File: src/rtl/a2d_resp_pkg.sv
// a2d_resp_pkg: shared types and constants for the A2D SPI responder.
// Holds FSM states, widths, command field position and LFSR constants.
package a2d_resp_pkg;

  localparam int CH_W   = 3;
  localparam int DATA_W = 12;
  localparam int CH_LSB = 11;
  localparam int CH_MSB = CH_LSB + CH_W - 1;

  localparam logic [15:0] LFSR_SEED = 16'hACE1;
  // Right-shifting form: bits 0,2,3,5 realise taps 16,14,13,11.
  localparam logic [15:0] LFSR_TAPS = 16'h002D;

  typedef enum logic [1:0] {
    IDLE,
    SHIFT,
    DONE
  } state_e;

  function automatic logic [15:0] lfsr_next(input logic [15:0] s);
    return {^(s & LFSR_TAPS), s[15:1]};
  endfunction

endpackage

File: src/rtl/spi_edge_sync.sv
// spi_edge_sync: 3-flop synchronizer with rise/fall strobes in clk domain.
// Flops reset low so a held-low pin after reset never yields a fall strobe.
module spi_edge_sync (
  input  logic clk,
  input  logic rst_n,
  input  logic in_i,
  output logic rise_o,
  output logic fall_o
);

  logic [2:0] sync_q;

  // Shift the pin through two sync stages plus one edge-detect stage.
  always_ff @(posedge clk or negedge rst_n) begin
    if (!rst_n) sync_q <= '0;
    else        sync_q <= {sync_q[1:0], in_i};
  end

  assign rise_o =  sync_q[1] & ~sync_q[2];
  assign fall_o = ~sync_q[1] &  sync_q[2];

endmodule

File: src/rtl/a2d_spi_resp.sv
// a2d_spi_resp: SPI responder modelling an 8-channel 12-bit A2D.
// Define A2D_RESP_DITHER_EN to add LFSR noise on the two response LSBs.
module a2d_spi_resp
  import a2d_resp_pkg::*;
#(
  parameter int              FRAME_BITS = 16,
  parameter logic [CH_W-1:0] RST_CH     = 3'd0
) (
  input  logic              clk,
  input  logic              rst_n,
  input  logic              SS_n,
  input  logic              SCLK,
  input  logic              MOSI,
  output logic              MISO,
  output logic              MISO_oe,
  input  logic              wr_en,
  input  logic [CH_W-1:0]   wr_ch,
  input  logic [DATA_W-1:0] wr_data,
  output logic              cmd_vld,
  output logic [CH_W-1:0]   last_ch,
  output logic              frame_err,
  output logic [7:0]        frame_cnt
);

  localparam int CW = $clog2(FRAME_BITS + 1);
  localparam logic [CW-1:0] FULL = CW'(FRAME_BITS);

  logic ss_rise, ss_fall, sclk_rise, sclk_fall;
  logic [1:0] mosi_q;

  state_e                  state_q, state_d;
  logic [FRAME_BITS-1:0]   tx_q, tx_d;
  logic [CH_MSB:0]         rx_q, rx_d;
  logic [CW-1:0]           cnt_q, cnt_d;
  logic [CH_W-1:0]         prev_q, prev_d;
  logic [CH_W-1:0]         last_q, last_d;
  logic                    vld_q, vld_d;
  logic                    err_q, err_d;
  logic [7:0]              fcnt_q, fcnt_d;
  logic                    pend_q, pend_d;
  logic [DATA_W-1:0]       tbl_q [8];
  logic [DATA_W-1:0]       dith;
  logic [DATA_W-1:0]       resp;

  spi_edge_sync u_ss (
    .clk    (clk),
    .rst_n  (rst_n),
    .in_i   (SS_n),
    .rise_o (ss_rise),
    .fall_o (ss_fall)
  );

  spi_edge_sync u_sclk (
    .clk    (clk),
    .rst_n  (rst_n),
    .in_i   (SCLK),
    .rise_o (sclk_rise),
    .fall_o (sclk_fall)
  );

  // MOSI only needs the two sync stages; it is sampled on SCLK rise.
  always_ff @(posedge clk or negedge rst_n) begin
    if (!rst_n) mosi_q <= '0;
    else        mosi_q <= {mosi_q[0], MOSI};
  end

`ifdef A2D_RESP_DITHER_EN
  logic [15:0] lfsr_q;

  // Noise source steps once per completed frame.
  always_ff @(posedge clk or negedge rst_n) begin
    if (!rst_n)     lfsr_q <= LFSR_SEED;
    else if (vld_d) lfsr_q <= lfsr_next(lfsr_q);
  end

  assign dith = {{(DATA_W-2){1'b0}}, lfsr_q[1:0]};
`else
  assign dith = '0;
`endif

  assign resp = tbl_q[prev_q] ^ dith;

  // Channel value table; a same-clk frame load sees the old value.
  always_ff @(posedge clk or negedge rst_n) begin
    if (!rst_n) begin
      for (int i = 0; i < 8; i++) tbl_q[i] <= '0;
    end else if (wr_en) begin
      tbl_q[wr_ch] <= wr_data;
    end
  end

  // Frame state and datapath registers.
  always_ff @(posedge clk or negedge rst_n) begin
    if (!rst_n) begin
      state_q <= IDLE;
      tx_q    <= '0;
      rx_q    <= '0;
      cnt_q   <= '0;
      prev_q  <= RST_CH;
      last_q  <= RST_CH;
      vld_q   <= 1'b0;
      err_q   <= 1'b0;
      fcnt_q  <= '0;
      pend_q  <= 1'b0;
    end else begin
      state_q <= state_d;
      tx_q    <= tx_d;
      rx_q    <= rx_d;
      cnt_q   <= cnt_d;
      prev_q  <= prev_d;
      last_q  <= last_d;
      vld_q   <= vld_d;
      err_q   <= err_d;
      fcnt_q  <= fcnt_d;
      pend_q  <= pend_d;
    end
  end

  // Next-state: load on select, shift on SCLK, close frame in DONE.
  always_comb begin
    state_d = state_q;
    tx_d    = tx_q;
    rx_d    = rx_q;
    cnt_d   = cnt_q;
    prev_d  = prev_q;
    last_d  = last_q;
    vld_d   = 1'b0;
    err_d   = 1'b0;
    fcnt_d  = fcnt_q;
    pend_d  = pend_q;
    unique case (state_q)
      IDLE: begin
        pend_d = 1'b0;
        if (ss_fall || pend_q) begin
          state_d = SHIFT;
          tx_d    = {{(FRAME_BITS-DATA_W){1'b0}}, resp};
          cnt_d   = '0;
        end
      end
      SHIFT: begin
        if (ss_rise) begin
          state_d = DONE;
        end else if (sclk_rise) begin
          rx_d = {rx_q[CH_MSB-1:0], mosi_q[1]};
          if (cnt_q != FULL) cnt_d = cnt_q + 1'b1;
        end else if (sclk_fall && cnt_q != '0) begin
          tx_d = {tx_q[FRAME_BITS-2:0], 1'b0};
        end
      end
      DONE: begin
        state_d = IDLE;
        pend_d  = ss_fall;
        if (cnt_q == FULL) begin
          prev_d = rx_q[CH_MSB:CH_LSB];
          last_d = rx_q[CH_MSB:CH_LSB];
          vld_d  = 1'b1;
          fcnt_d = fcnt_q + 8'd1;
        end else begin
          err_d = 1'b1;
        end
      end
      default: state_d = IDLE;
    endcase
  end

  assign MISO      = tx_q[FRAME_BITS-1];
  assign MISO_oe   = (state_q == SHIFT);
  assign cmd_vld   = vld_q;
  assign frame_err = err_q;
  assign last_ch   = last_q;
  assign frame_cnt = fcnt_q;

endmodule
File: config.mk
export PLATFORM = sky130hd
export DESIGN_NAME = a2d_spi_resp
export DESIGN_NICKNAME = d
export VERILOG_FILES = /design/src/rtl/a2d_resp_pkg.sv /design/src/rtl/spi_edge_sync.sv /design/src/rtl/a2d_spi_resp.sv
export SDC_FILE = /design/constraint.sdc
export NUM_CORES = 1
export LEC_CHECK = 0
export BUFFER_PORTS_ARGS = -buffer_cell sky130_fd_sc_hd__buf_2
export CORE_MARGIN = 1
export CORE_UTILIZATION = 56
export CTS_CLUSTER_SIZE = 24
export DETAILED_ROUTE_END_ITERATION = 10
export GPL_ROUTABILITY_DRIVEN = 1
export GPL_TIMING_DRIVEN = 0
export PLACE_DENSITY_LB_ADDON = 0.05
export RECOVER_POWER = 100
export SLEW_MARGIN = 20
export SYNTH_ARGS = -nofsm -noshare
export SYNTH_HDL_FRONTEND = slang
export SYNTH_SLANG_ARGS = --single-unit
File: constraint.sdc
create_clock -name clk -period 2.84 [get_ports clk]
set_clock_uncertainty 0.15 [all_clocks]
set_input_delay 0.284 -clock clk [delete_from_list [all_inputs] [get_ports clk]]
set_output_delay 0.284 -clock clk [all_outputs]
set_load 0.005 [all_outputs]
==> flow_metrics.tcl <==
set metrics [dict create \
    critPathSlowestCell "sky130_fd_sc_hd__or4b_1" \
    num_vias 3900 \
    die_w_um 112 \
    reg2regPathDepth 7 \
    track_usage_pct 23.6 \
    synth-xor-area-share_pct 0.911 \
    clkSlewWorstSetupHoldPaths_ns 0.06 \
    vdd_drop_max_mv 0.720 \
    status "complete, but fails checks" \
    post_route_cells_drive_above_1_share_pct 38.5 \
    leakage_uw 0.00337 \
    design.portCount 36 \
    critical_path.endpoint_type "flop" \
    unrepaired_setup_endpoints_after_global_routing "false" \
    htree_levels 4 \
    source_to_sink_clock_delay_at_the_later_pin_of_the_worst_skew_pair_ns 0.41 \
    report.final.hold_viol_count 0 \
    cts_setup_buffers 0 \
    synthDistinctLibCells 45 \
    synth-seq-area-share_pct 57.6 \
    synth-compound-area-share_pct 3.16 \
    groute.layer.met3.usage_pct 6.48 \
    power.density_cell_area_mw_per_mm2 831 \
    largest_family_of_logic_cells_by_synthesized_area "multiplexers" \
    max_slew_margin_pct 33.3 \
    power.switching_fraction_pct 23.0 \
    number_of_detailed_route_iterations_in_the_first_pass 9 \
    cp_data_arrival_time_ns 2.58 \
    synth.ff_latch_count 155 \
    cp_max_fanout 10 \
    start_kind "flop" \
    tritoncts.num_buffers 17 \
    gr-max-usage-layer "met2" \
    postSynth.topFlopCell "sky130_fd_sc_hd__dfrtp_1" \
    timing.hold.worst.class "input pin to flop" \
    initial_utilization_pct 58.2 \
    floorplan.rows 39 \
    number_of_flops_mapped_to_enable_cells_by_yosys 0 \
    worst-slew-pin-transition_ns 1.00 \
    drt_first_iter_violations 195 \
    wire_per_inst_um 19.8 \
    post-route-cell-area_mm2 0.00776 \
    clk_root_buffer_cell "sky130_fd_sc_hd__clkbuf_16" \
    switching_power_uw 1490 \
    placement.setup.worst_slack_ns 0.473 \
    max_freq_mhz 410 \
    antenna_found_initial 0 \
    failed_checks "DRC" \
    synthAdderAreaFrac_pct 0.558 \
    max_cap_viol_count 0 \
    synth_async_sr_flop_share_pct 100 \
    design_power_total_uw 6450 \
    layout_common_cells "155 x sky130_fd_sc_hd__dfrtp_1, 108 x sky130_fd_sc_hd__mux2_2, 35 x sky130_fd_sc_hd__nand2_1" \
    die_footprint_mm2 0.0125 \
    worst-endpoint-required_ns 2.98 \
    share_clk_of_total_power_pct 39.2 \
    gr-total-overflow 0 \
    wire_length_of_the_first_global_routing_pass_um 22200 \
    die_h_um 112 \
    critPathMaxStageDelay_ns 0.46 \
    timing.final.ws_setup_ns 0.401 \
    layout_worst_path_cycle_share_pct 85.9 \
    holdCritStartpoint "wr_data[7]" \
    final_antenna_net_count 0 \
    fin_crit_ns 2.44 \
    avgSynthCellArea_um2 15.0 \
    holdPathEnd "tbl_q[31]" \
    critical_path.top_delay_family "simple AND/OR/NAND/NOR gates" \
    final_cells 663 \
    tritoncts_clock_tree "yes" \
    post_synth_inst_count 449 \
    syn_area_mm2 0.00673 \
    critical_path.cell_chain "inv_1 > ha_1 > or4b_1 > nand4_1 > nand2_4 > clkbuf_1 > o221a_1" \
    finish.net_count 532 \
    area_delta_synth_final_pct 15.3 \
    synth-simple-area-share_pct 6.84 \
    numClockSinks 155 \
    rrSetupSlack_ns 0.40 \
    grt_pass1_vias 4308 \
    timing.critical_path.buf_inv 2 \
    timing.setup.tns_ns 0 \
    grt_start_max_net_pins 82 \
    detail_route.vias_per_cell 5.88 \
    power_frac_comb_pct 15.1 \
    final-setup-viol-count 0 \
    r2r-start "cnt_q[0]" \
    n_antenna_cell 0 \
    p_seq_share_pct 45.7 \
    placement.io_buffers 35 \
    gr-usage-met2_pct 39.9 \
    placed_instance_area_mm2 0.00712 \
    core_area_mm2 0.0116 \
    met1_usage_pct 29.5 \
    ys_warn_count 0 \
    internal-power_uw 4960 \
    number_of_max_slew_violations_in_the_final_report 0 \
    worstReg2RegEnd "tx_q[7]" \
    drc 5 \
    syn_nets 473 \
    place_hpwl_um 8360 \
    routabilityCongestion 0.755 \
    placed_cells_incl_taps 628 \
    postRouteWirelength_um 13100 \
    clk_path_buf_depth 2 \
    mostFrequentLayoutCell "sky130_fd_sc_hd__dfrtp_1" \
    timing_worst_setup_path_type "flop to flop" \
    muxShareOfSynthArea_pct 28.8 \
    min_delay_path_depth 2 \
]
==> how the worst max path moves through the flow <==
| stage | startpoint | cells past startpoint | to |
|---|---|---|---|
| finish | cnt_q[0] | 7 | tx_q[7] |
| global route | cnt_q[0] | 7 | tx_q[7] |
| CTS | last_ch[2] | 6 | tx_q[4] |
| detailed placement | last_ch[2] | 6 | tx_q[4] |
| global placement | rst_n | 1 | tbl_q[32] |
| floorplan | cnt_q[0] | 7 | tx_q[10] |
==> worst register-to-register path, stage by stage, from the launching register on <==
cell and delay [ns]:
sky130_fd_sc_hd__dfrtp_1 0.41, sky130_fd_sc_hd__inv_1 0.08, sky130_fd_sc_hd__ha_1 0.19, sky130_fd_sc_hd__or4b_1 0.46
sky130_fd_sc_hd__nand4_1 0.33, sky130_fd_sc_hd__nand2_4 0.10, sky130_fd_sc_hd__clkbuf_1 0.28, sky130_fd_sc_hd__o221a_1 0.31
==> synthesized netlist by cell type, drive strengths merged, types with 2 or more instances <==
cell / instances / area (µm²)
and3: 2 / 12.5
buf: 18 / 104
clkbuf: 3 / 11.3
dfrtp: 155 / 3880
ha: 3 / 37.5
inv: 8 / 30.0
mux2: 110 / 1240
mux2i: 18 / 180
mux4: 23 / 518
nand2: 36 / 143
nand2b: 6 / 40.0
nand3: 7 / 35.0
nand4: 5 / 46.3
nand4b: 4 / 35.0
nor2: 6 / 22.5
nor2b: 3 / 18.8
nor3: 4 / 20.0
nor3b: 2 / 15.0
nor4: 2 / 12.5
o221a: 11 / 124
o41ai: 3 / 26.3
xnor2: 6 / 52.6
==> flip-flops by register name, indices dropped and copies added, names as in the netlist <==
| signal | cells |
|---|---|
| cmd_vld | 1 |
| cnt_q | 5 |
| frame_cnt | 8 |
| frame_err | 1 |
| last_ch | 3 |
| mosi_q | 2 |
| pend_q | 1 |
| rx_q | 14 |
| state_q | 2 |
| tbl_q | 96 |
| tx_q | 16 |
| u_sclk.sync_q | 3 |
| u_ss.sync_q | 3 |
==> layout make-up <==
class | instances | area [µm²]
buffer | 21 | 91.3
clock buffer | 24 | 482
clock inverter | 7 | 185
fill | 824 | 3800
inverter | 8 | 30.0
multi-input combinational | 265 | 2690
sequential | 155 | 3880
tap | 143 | 179
timing repair buffer | 40 | 224
==> cell families after synthesis <==
family,count (synthesis)
simple gates,83
xor+xnor,7
flops,155
buf+inv,29
fa+ha+maj,3
compound gates,21
mux,151
==> routing by layer <==
| layer | vias up | routed length [µm] |
|---|---|---|
| li1 | 1768 | - |
| met1 | 2052 | 5770 |
| met4 | 0 | 236 |
| met3 | 18 | 433 |
| met2 | 62 | 6670 |
| met5 | - | 0 |
==> metrics by stage <==
| stage | hold slack, ns | utilization, % |
|---|---|---|
| final | 0.0517 | 67.1 |
| after global routing | 0.0531 | 67.1 |
| after CTS | 0.0333 | 67.7 |
| after detailed placement | 0.161 | 61.6 |
| after global placement | 0.187 | 61.3 |
| after floorplan | -0.162 | - |
==> power by group through the flow <==
stage	Combinational, µW	Sequential, µW	Clock [µW]
floorplan	792	2890	0
global placement	972	2950	0
detailed placement	1010	2970	0
CTS	1030	2940	2580
global route	1080	3010	2670
finish	976	2950	2530
==> timing repair <==
action / CTS / global route
hold endpoints to repair: 83 / 0
gates resized for setup: 0 / 0
hold buffers: 4 / 0
Note: power is estimated with default switching activity, not from simulation.
